===== config.mk =====
export PLATFORM = sky130hd
export DESIGN_NAME = wb_write_queue
export DESIGN_NICKNAME = d
export VERILOG_FILES = /design/src/rtl/wb_write_queue.sv
export SDC_FILE = /design/constraint.sdc
export NUM_CORES = 1
export LEC_CHECK = 0
export BUFFER_PORTS_ARGS = -buffer_cell sky130_fd_sc_hd__clkbuf_2
export CORE_UTILIZATION = 42
export CTS_CLUSTER_DIAMETER = 200
export CTS_CLUSTER_SIZE = 20
export DETAILED_ROUTE_END_ITERATION = 8
export GPL_ROUTABILITY_DRIVEN = 0
export SYNTH_ARGS = -nofsm -noshare
export SYNTH_HDL_FRONTEND = slang
export SYNTH_SLANG_ARGS = --single-unit

===== constraint.sdc =====
create_clock -name CLK -period 10.2 [get_ports CLK]
set_input_delay 2.04 -clock CLK [delete_from_list [all_inputs] [get_ports CLK]]
set_output_delay 2.04 -clock CLK [all_outputs]
set_load 0.005 [all_outputs]

===== src/rtl/wb_write_queue.sv =====
// rtl/wb_write_queue.sv - In-order write-back queue: up to 3 results in, 2 register-file writes out per cycle.
module wb_write_queue #(
    parameter int DEPTH = 8
) (
    input  logic                      CLK,
    input  logic                      RST,
    input  logic                      in0_valid,
    input  logic [4:0]                in0_addr,
    input  logic [31:0]               in0_data,
    input  logic                      in1_valid,
    input  logic [4:0]                in1_addr,
    input  logic [31:0]               in1_data,
    input  logic                      in2_valid,
    input  logic [4:0]                in2_addr,
    input  logic [31:0]               in2_data,
    output logic                      in_ready,
    output logic                      WE1,
    output logic                      WE2,
    output logic [4:0]                Aw1,
    output logic [4:0]                Aw2,
    output logic [31:0]               WD1,
    output logic [31:0]               WD2,
    input  logic [4:0]                q_addr0,
    input  logic [4:0]                q_addr1,
    input  logic [4:0]                q_addr2,
    input  logic [4:0]                q_addr3,
    output logic [3:0]                q_hit,
    output logic [$clog2(DEPTH):0]    count
);
    localparam int AW = $clog2(DEPTH);
    localparam int CW = AW + 1;

    logic [4:0]    r_addr [DEPTH];
    logic [31:0]   r_data [DEPTH];
    logic [AW-1:0] r_head, r_tail;
    logic [CW-1:0] r_count;
    logic          r_we1, r_we2;
    logic [4:0]    r_aw1, r_aw2;
    logic [31:0]   r_wd1, r_wd2;

    logic             w_in_ready;
    logic             w_acc0, w_acc1, w_acc2;
    logic [AW-1:0]    w_slot1, w_slot2, w_head1;
    logic [1:0]       w_npush, w_npop;
    logic [DEPTH-1:0] w_occ;
    logic [4:0]       w_q [4];
    logic [3:0]       w_hit;

    assign w_in_ready = (r_count <= CW'(DEPTH - 3));

    // Register-0 writes are dropped here so they never occupy a slot.
    assign w_acc0  = w_in_ready && in0_valid && (in0_addr != 5'd0);
    assign w_acc1  = w_in_ready && in1_valid && (in1_addr != 5'd0);
    assign w_acc2  = w_in_ready && in2_valid && (in2_addr != 5'd0);
    assign w_slot1 = r_tail + AW'(w_acc0);
    assign w_slot2 = r_tail + AW'(w_acc0) + AW'(w_acc1);
    assign w_npush = 2'(w_acc0) + 2'(w_acc1) + 2'(w_acc2);
    assign w_head1 = r_head + AW'(1);

    // A same-address pair drains one at a time so the later value always lands last.
    always_comb begin
        w_npop = 2'd0;
        if (r_count == CW'(1))
            w_npop = 2'd1;
        else if (r_count >= CW'(2))
            w_npop = (r_addr[r_head] == r_addr[w_head1]) ? 2'd1 : 2'd2;
    end

    always_ff @(posedge CLK) begin
        if (w_acc0) begin
            r_addr[r_tail]  <= in0_addr;
            r_data[r_tail]  <= in0_data;
        end
        if (w_acc1) begin
            r_addr[w_slot1] <= in1_addr;
            r_data[w_slot1] <= in1_data;
        end
        if (w_acc2) begin
            r_addr[w_slot2] <= in2_addr;
            r_data[w_slot2] <= in2_data;
        end
    end

    always_ff @(posedge CLK) begin
        if (RST) begin
            r_head  <= '0;
            r_tail  <= '0;
            r_count <= '0;
            r_we1   <= 1'b0;
            r_we2   <= 1'b0;
            r_aw1   <= '0;
            r_aw2   <= '0;
            r_wd1   <= '0;
            r_wd2   <= '0;
        end else begin
            r_we1 <= (w_npop != 2'd0);
            r_we2 <= (w_npop == 2'd2);
            if (w_npop != 2'd0) begin
                r_aw1 <= r_addr[r_head];
                r_wd1 <= r_data[r_head];
            end
            if (w_npop == 2'd2) begin
                r_aw2 <= r_addr[w_head1];
                r_wd2 <= r_data[w_head1];
            end
            r_head  <= r_head + AW'(w_npop);
            r_tail  <= r_tail + AW'(w_npush);
            r_count <= r_count + CW'(w_npush) - CW'(w_npop);
        end
    end

    always_comb begin
        for (int e = 0; e < DEPTH; e++)
            w_occ[e] = ({1'b0, AW'(e) - r_head} < r_count);
    end

    assign w_q[0] = q_addr0;
    assign w_q[1] = q_addr1;
    assign w_q[2] = q_addr2;
    assign w_q[3] = q_addr3;

    // Output registers count as pending until the register file has consumed them.
    always_comb begin
        w_hit = '0;
        for (int q = 0; q < 4; q++) begin
            if (w_q[q] != 5'd0) begin
                if (r_we1 && (r_aw1 == w_q[q]))
                    w_hit[q] = 1'b1;
                if (r_we2 && (r_aw2 == w_q[q]))
                    w_hit[q] = 1'b1;
                for (int e = 0; e < DEPTH; e++)
                    if (w_occ[e] && (r_addr[e] == w_q[q]))
                        w_hit[q] = 1'b1;
            end
        end
    end

    assign in_ready = w_in_ready;
    assign count    = r_count;
    assign q_hit    = w_hit;
    assign WE1      = r_we1;
    assign WE2      = r_we2;
    assign Aw1      = r_aw1;
    assign Aw2      = r_aw2;
    assign WD1      = r_wd1;
    assign WD2      = r_wd2;
endmodule


==> run_results.csv, run 1 <==
group,metric,value,unit
logic_synthesis,synth-seq-cells,382,
placement,portBuffers,220,
drt,antenna_left,0,
setup_path,cp_num_cells,11,
setup_path,worstSetupStartpointType,"input pin",
hold_path,hold_path_depth,2,
final_layout,final_core_util,0.4524,
logic_synthesis,ys_warn_count,0,
timing,postLayoutSetupSlackWorst,3525,ps
timing,fmax,149.8,MHz
final_layout,num-fill-cells,5769,
timing,layout_min_cycle_time,6675,ps
final_layout,regArea,10620,um2
setup_path,crit_path_start,"in0_addr[0]",
logic_synthesis,synth_top_area_cell,"edfxtp_1",
clocking,cts.sink_count,382,
clocking,h-tree-depth,1,
die,die_x,252.9,um
pwr,p_leak,10.27,nW
setup_path,critPathTopFamily,"simple AND/OR/NAND/NOR gates",
die,die_h,252.9,um
grt,antenna_found_initial,16,
clocking,cts_resized,0,
pwr,total_power,8.109,mW
logic_synthesis,synthesis.area,26430,um2
timing,whs,503.0,ps
setup_path,path_common_cell,"ha_1",
clocking,post_cts_buffers,0,
drt,via_per_inst,5.995,
timing,report.final.slew_viol_count,0,
logic_synthesis,synth_area_leaders,"edfxtp_1 (34%), mux2i_1 (13%), mux4_2 (12%)",
setup_path,max_stage_delay,1020,ps
logic_synthesis,synthTopCellsByCount,"mux2i_1 (352), edfxtp_1 (296), nand2_1 (256), clkbuf_1 (198), nor2_1 (193)",
status,status,"complete, no violations",
clocking,cts_tree,"yes",
logic_synthesis,postSynthNetCount,2672,
grt,grt_first_pass_wirelength,125000,um
grt,gr-total-overflow,0,
die,io_pins,221,
clocking,clk_pin_slew,90,ps
placement,place_ws,2977,ps
final_layout,multiInputGateArea,14240,um2
drt,wire_per_inst,25.92,um
setup_path,cp_max_fo,75,
drt,postRouteWirelength,85190,um
drt,drc,0,
hold_path,hold_start,"WD2[19]$_SDFFE_PP0P_",
setup_path,crit_chain,"clkbuf_2, or4_1, o211ai_1, inv_1, ha_1, ha_1, ha_1, xnor2_1, nand3_4, nand3_2, buf_4",
pwr,power_density,289.4,nW/um2
logic_synthesis,synth_cell_type_count,50,
job,maxCapViolCount,0,
setup_path,reg2reg_from,"count[3]$_SDFF_PP0_",
logic_synthesis,yosys.area.top_type_share,0.3363,
die,die_area,63940,um2
die,core_area,61940,um2
clocking,numCtsBuffers,23,
drt,dr.first_iter.drc_count,2252,
timing,finClkSkew,41.25,ps
clocking,cts_buffer_depth,3,
timing,period_share,0.6544,
logic_synthesis,synth-async-reset-ratio,0,
timing,setup_viol,0,
setup_path,worst_path_max_delay_cell,"nand3_2",
timing,tns,0,ps
setup_path,critPathArrivalTime,6930,ps
timing,finalHoldViolCount,0,
timing,tightest_slew,1083,ps
timing,rsz0062_at_grt,"false",
logic_synthesis,synth-seq-area-share,0.4014,
logic_synthesis,synth.most_common_cell,"mux2i_1",
final_layout,drive_gt1_frac,0.2068,
setup_path,worstRegToRegCells,12,
setup_path,critPathKind,"in -> reg",
clocking,clock_latency,580,ps
setup_path,crit_required,10450,ps
setup_path,critPathBufInv,3,
final_layout,nNetsFinal,2593,
timing,max_slew_margin,0.2777,
die,rows,91,
clocking,cts_hold_buffers,0,
logic_synthesis,synth_edf_count,296,
final_layout,area_growth,6.012,%
clocking,clockRootBuffer,"clkbuf_16",
placement,dp_hpwl,51890,um
logic_synthesis,syn_inst,2505,
pwr,ir_worst_vdd,0.0001901,V
hold_path,hp-class,"reg -> reg",
grt,grt_max_degree,76,
setup_path,crit_path_end_kind,"flop",
drt,via_count,19700,
grt,grt_pass1_vias,19090,
logic_synthesis,syn_avg_cell_area,10.55,um2
drt,drt-pass1-iter-count,6,
die,initial_core_util,0.4268,
grt,grtUsageTotal,0.2622,
logic_synthesis,ys.flop_type,"edfxtp_1",
==> flip-flops by register name, indices dropped and copies added, names as in the netlist <==
| signal | cells |
|---|---|
| r_head | 3 |
| Aw1 | 5 |
| Aw2 | 5 |
| WE2 | 1 |
| WD1 | 32 |
| r_tail | 3 |
| WE1 | 1 |
| WD2 | 32 |
| r_addr | 40 |
| count | 4 |
| r_data | 256 |
==> final cells by class <==
class | count | area share
antenna | 8 | 0.0007144
clock inverter | 1 | 0.0007144
multi-input combinational | 1743 | 0.5083
sequential | 382 | 0.3790
inverter | 26 | 0.003572
tap | 837 | 0.03737
clock buffer | 40 | 0.02282
timing repair buffer | 250 | 0.04742
==> layout by cell type, fill, tap and decap left out, types with 3 or more instances in the layout <==
master       n
a211oi_1    13
a21oi_1    124
or4_1        9
a311oi_1    32
dfxtp_4      3
nor3_2       3
nor3_1      12
diode_2      8
o41ai_1      4
nor2b_1      7
nor2_2      20
nand2_1    251
clkbuf_2   219
clkbuf_16   23
a21o_1       3
xor2_1     113
a211oi_2    29
xnor2_1    102
and3_2       5
edfxtp_1   296
clkbuf_1    17
inv_1       24
nor2_1     193
nor4_1      32
buf_4       31
fa_1         5
mux4_2     143
ha_1        25
dfxtp_1     83
o21ai_0    186
nand2_2      6
nand3_2      3
nand3_4      3
and3_1       4
o21ai_1      3
a31oi_1      5
o22ai_1      4
nand3_1     33
mux2i_1    352
==> kinds of logic after synthesis <==
family	Yosys count	share of synthesized area
flip-flops	382	0.4014
multiplexers	496	0.2560
adder cells (fa/ha/maj)	31	0.01609
AO/OA/AOI/OAI	413	0.09529
buffers and inverters	380	0.06461
AND/OR/NAND/NOR	587	0.09476
XOR/XNOR	216	0.07185
==> metal layers <==
metal	up-vias	global-route usage	routed length, um	share of wire
li1	8855	-	-	-
met4	14	0.07844	2315	0.027
met5	-	0	94	0.0011
met1	9784	0.3538	35220	0.41
met2	901	0.4350	40740	0.48
met3	150	0.03896	6823	0.080
==> final timing paths <==
check                           slack (ps)                     end
worst min register to register         500    WD2[19]$_SDFFE_PP0P_
worst max-delay path                  3520  r_addr[7][4]$_DFFE_PP_
worst min-delay path                   500    WD2[19]$_SDFFE_PP0P_
worst max register to register        4590  r_addr[7][4]$_DFFE_PP_
==> where the power goes <==
group	internal (mW)	switching, mW	total (mW)
registers	2.41	0.480	2.89
clock network	0.433	0.556	0.990
logic	1.76	2.47	4.23
total	4.60	3.51	8.11
==> tightest hold or removal path, delay by kind of cell, from the launching register on <==
| kind | cells | cell delay (ps) |
|---|---|---|
| AND/OR/NAND/NOR | 1 | 90 |
| AO/OA/AOI/OAI | 1 | 50 |
| flip-flops | 1 | 320 |
==> stage by stage <==
step / instance area [um2] / std cells
final: 28020 / 3287
after detailed placement: 27340 / 3238
after global placement: 27340 / 3238
after CTS: 28000 / 3279
after global routing: 28010 / 3283
after floorplan: 26430 / 2505
Power figures use the tool's default switching activity.
==> run 2: changes to the inputs <==
- clock period: 10.2 -> 6.6 ns (I/O delays scaled with it)
==> run_results.csv, run 2 (synthesized netlist as in run 1, its figures left out) <==
group,metric,value,unit
timing,max_slew_margin,0.2637,
setup_path,cp_max_fo,32,
die,rows,91,
drt,antenna_left,0,
final_layout,nNetsFinal,2605,
grt,grt_max_degree,76,
drt,via_count,19920,
job,maxCapViolCount,0,
timing,whs,505.8,ps
grt,grt_pass1_vias,19560,
timing,period_share,0.8461,
clocking,cts_resized,0,
final_layout,layout.cells.most_common,"mux2i_1",
final_layout,regArea,10620,um2
clocking,h-tree-depth,1,
clocking,clock_latency,590,ps
setup_path,crit_path_end_kind,"primary output",
setup_path,worst_path_max_delay_cell,"dfxtp_4",
pwr,p_leak,10.36,nW
die,io_pins,221,
final_layout,num-fill-cells,5731,
drt,dr.first_iter.drc_count,1843,
setup_path,max_stage_delay,790,ps
clocking,cts_buffer_depth,3,
grt,grtUsageTotal,0.2645,
final_layout,area_growth,6.622,%
drt,via_per_inst,6.044,
setup_path,crit_chain,"inv_1, ha_4, inv_1, ha_1, a21o_1, a21oi_1, nor2_1, o22ai_1, nor4_1, a21oi_1, clkbuf_2",
placement,portBuffers,220,
timing,tightest_slew,1105,ps
final_layout,top_register,"r_data",
final_layout,top_regs,"r_data (256), r_addr (40)",
die,initial_core_util,0.4268,
timing,setup_viol,0,
clocking,clockRootBuffer,"clkbuf_16",
setup_path,crit_required,5280,ps
status,status,"complete, no violations",
clocking,numCtsBuffers,23,
timing,finalHoldViolCount,0,
setup_path,critPathArrivalTime,4260,ps
final_layout,multiInputGateArea,14240,um2
clocking,cts.sink_count,382,
placement,dp_hpwl,54230,um
timing,finClkSkew,27.66,ps
drt,drc,0,
die,core_area,61940,um2
grt,grt_first_pass_wirelength,126900,um
grt,antenna_found_initial,14,
setup_path,worstSetupStartpointType,"flop",
clocking,cts_tree,"yes",
clocking,post_cts_buffers,0,
hold_path,hp-class,"reg -> reg",
pwr,ir_worst_vdd,0.0003403,V
drt,drt-pass1-iter-count,6,
grt,gr-total-overflow,0,
drt,postRouteWirelength,85530,um
timing,report.final.slew_viol_count,0,
final_layout,final_cell_mix,"mux2i_1 (352), edfxtp_1 (296), nand2_1 (251), clkbuf_2 (219), nor2_1 (193)",
setup_path,critPathKind,"reg -> out",
die,die_area,63940,um2
timing,layout_min_cycle_time,5584,ps
final_layout,drive_gt1_frac,0.2110,
pwr,power_density,446.5,nW/um2
final_layout,largest_reg_flops,256,
die,die_h,252.9,um
drt,wire_per_inst,25.96,um
clocking,cts_hold_buffers,0,
timing,fmax,179.1,MHz
die,die_x,252.9,um
clocking,clk_pin_slew,90,ps
timing,rsz0062_at_grt,"false",
timing,tns,0,ps
[run 2: cell types whose count changed in the layout (fill, tap and decap cells not counted)]
cell,previous run,this run
inv_6,0,1
diode_2,8,3
buf_4,31,37
buf_12,0,6
[run 2: power breakdown]
part	switching [mW]	internal, mW	total, mW	leakage [nW]
clock network	0.882	0.673	1.56	0.318
registers	0.820	3.71	4.53	3.44
logic	3.71	2.79	6.49	6.60
[run 2: path summary, 6_finish.rpt]
path	startpoint	end	slack, ps	depth (start not counted)
max	r_head[1]$_SDFF_PP0_	q_hit[0]	1020	11
min	WD2[20]$_SDFFE_PP0P_	WD2[20]$_SDFFE_PP0P_	510	2
max reg2reg	r_head[1]$_SDFF_PP0_	count[2]$_SDFF_PP0_	1480	16
min reg2reg	WD2[20]$_SDFFE_PP0P_	WD2[20]$_SDFFE_PP0P_	510	2
[run 2: through the flow]
stage	util	cells	power [mW]	worst slack, ps	cell area, um2
detailed placement	0.4441	3250	11.06	1093	27510
floorplan	-	2505	9.053	1069	26430
global route	0.4550	3294	13.28	727.5	28180
finish	0.4550	3295	12.58	1016	28180
global placement	0.4441	3250	10.85	1073	27510
CTS	0.4549	3292	12.60	930.8	28180
[run 2: final cells by class]
cell class | count | area share
inverter | 26 | 0.003552
clock inverter | 2 | 0.001021
sequential | 382 | 0.3769
multi-input combinational | 1743 | 0.5054
timing repair buffer | 262 | 0.05301
antenna | 3 | 0.0002664
tap | 837 | 0.03716
clock buffer | 40 | 0.02269
[run 2: critical path: cells and delay by family (launching register included)]
family          cells  cell delay, ps
simple gates        2             790
buf+inv             3             560
compound gates      4             500
flops               1             790
fa+ha+maj           2            1010
[run 2: routing by layer]
| metal | GRT usage | up-vias | part of all wire |
|---|---|---|---|
| met2 | 0.4411 | 924 | 0.48 |
| li1 | - | 8880 | - |
| met4 | 0.07792 | 22 | 0.029 |
| met3 | 0.03793 | 192 | 0.076 |
| met1 | 0.3562 | 9897 | 0.41 |
| met5 | 0 | - | 0.0018 |
==> run 3: changes to the inputs <==
- clock period: 6.6 -> 4.79 ns (I/O delays scaled with it)
==> run_results.csv, run 3 (synthesized netlist as in run 1, its figures left out) <==
group,metric,value,unit
status,status,"complete, no violations",
clocking,cts.sink_count,382,
drt,met1_length,34920,um
pwr,pwr-share-clk,0.121,
timing,rsz0062_at_grt,"false",
pwr,ir_worst_vdd,0.0004176,V
placement,portBuffers,220,
clocking,clk_pin_slew,90,ps
clocking,clockRootBuffer,"clkbuf_16",
timing,postLayoutSetupSlackWorst,366.2,ps
final_layout,nNetsFinal,2633,
setup_path,crit_path_end_kind,"primary output",
drt,top_layer,"met5",
clocking,cts_hold_buffers,0,
pwr,p_leak,10.52,nW
pwr,swShare,0.4287,
timing,max_slew_margin,0.2560,
die,rows,91,
die,die_area,63940,um2
clocking,numCtsBuffers,23,
final_layout,num-fill-cells,5773,
die,core_area,61940,um2
final_layout,top_regs,"r_data (256), r_addr (40)",
timing,setup_viol,0,
setup_path,crit_required,3830,ps
die,die_x,252.9,um
pwr,p_seq_frac,0.348,
final_layout,layout.cells.most_common,"mux2i_1",
setup_path,cp_max_fo,16,
job,maxCapViolCount,0,
timing,finalHoldViolCount,0,
drt,antenna_left,0,
final_layout,largest_reg_flops,256,
placement,placed_area,27810,um2
timing,tns,0,ps
clocking,clock_latency,570,ps
pwr,comb_power_share,0.531,
die,io_pins,221,
pwr,p_int,9.998,mW
final_layout,stdcell_area,28510,um2
setup_path,critPathKind,"reg -> out",
final_layout,top_register,"r_data",
drt,drc,0,
pwr,p_sw,7.501,mW
drt,wl_met2,41490,um
clocking,h-tree-depth,1,
die,die_h,252.9,um
setup_path,r2r_slack,760,ps
setup_path,critPathArrivalTime,3470,ps
setup_path,worstSetupStartpointType,"flop",
timing,tightest_slew,1116,ps
grt,gr-total-overflow,0,
hold_path,hp-class,"reg -> reg",
placement,dp_hpwl,56990,um
final_layout,drive_gt1_frac,0.2196,
drt,dr.first_iter.drc_count,1986,
final_layout,final_cell_mix,"mux2i_1 (352), edfxtp_1 (296), nand2_1 (251), clkbuf_2 (219), nor2_1 (193)",
drt,via_per_inst,6.016,
final_layout,area_growth,7.876,%
placement,place_ws,397.9,ps
pwr,power_density,613.7,nW/um2
clocking,cts_buffer_depth,3,
grt,antenna_found_initial,18,
grt,grt_max_degree,76,
drt,wire_per_inst,25.79,um
drt,postRouteWirelength,85850,um
timing,whs,507.6,ps
grt,grt_pass1_vias,19800,
timing,report.final.slew_viol_count,0,
clocking,cts_tree,"yes",
die,initial_core_util,0.4268,
grt,grt_first_pass_wirelength,127100,um
timing,period_share,0.9236,
grt,grtUsageTotal,0.2638,
timing,fmax,226.1,MHz
drt,wl_met3,6888,um
final_layout,final_core_util,0.4604,
drt,via_count,20030,
timing,layout_min_cycle_time,4424,ps
timing,finClkSkew,34.21,ps
drt,drt-pass1-iter-count,5,
==> run 3: cell types whose count changed in the layout (fill, tap and decap cells not counted), sizes merged <==
cell,delta
inv,-1
diode,+7
buf,+28
==> run 3: what timing repair did <==
action,in CTS,in global routing
hold endpoints to repair,0,0
setup endpoints to repair,0,1
resized for setup,0,0
setup buffers,0,1
==> run 3: final timing paths <==
path / start / endpoint / cells past startpoint
setup reg to reg: count[3]$_SDFF_PP0_ / r_addr[6][1]$_DFFE_PP_ / 12
setup / recovery: r_head[1]$_SDFF_PP0_ / q_hit[0] / 11
hold / removal: WD1[24]$_SDFFE_PP0P_ / WD1[24]$_SDFFE_PP0P_ / 2
hold reg to reg: WD1[24]$_SDFFE_PP0P_ / WD1[24]$_SDFFE_PP0P_ / 2
==> run 3: power by group through the flow <==
stage | logic (mW) | registers, mW | clock network (mW)
2_1_floorplan | 6.93 | 5.54 | 0
3_3_place_gp | 9.00 | 6.08 | 0
3_5_place_dp | 9.22 | 6.13 | 0
4_1_cts | 9.26 | 6.06 | 2.14
5_1_grt | 10.0 | 6.18 | 2.24
6_report | 9.29 | 6.10 | 2.12
==> run 3: stage by stage <==
stage	power, mW	std cells
after floorplan	12.46	2505
after global placement	15.08	3277
after detailed placement	15.35	3277
after CTS	17.45	3318
after global routing	18.44	3326
final	17.50	3329
==> run 3: layout make-up <==
type,count,area (um2),share of cell area
diodes,10,25.02,0.0008776
clock buffers,40,639.4,0.02242
well taps,837,1047,0.03673
clock inverters,1,20.02,0.0007021
repair buffers,290,1817,0.06371
inverters,26,100.1,0.003510
flip-flops and latches,382,10620,0.3725
multi-input cells,1743,14240,0.4996
==> run 3: metal layers <==
| layer | GRT usage | up-vias |
|---|---|---|
| met5 | 0 | - |
| met4 | 0.07861 | 16 |
| met3 | 0.04204 | 167 |
| met2 | 0.4451 | 966 |
| met1 | 0.3476 | 9934 |
| li1 | - | 8944 |
==> run 3: worst max-delay path: stages (launching register included) <==
cell,delay (ps)
dfxtp_4,360
inv_1,150
ha_4,510
inv_1,90
ha_1,280
a21o_1,130
a21oi_1,70
nor2_1,390
o22ai_1,160
nor4_1,490
a21oi_1,130
clkbuf_2,140
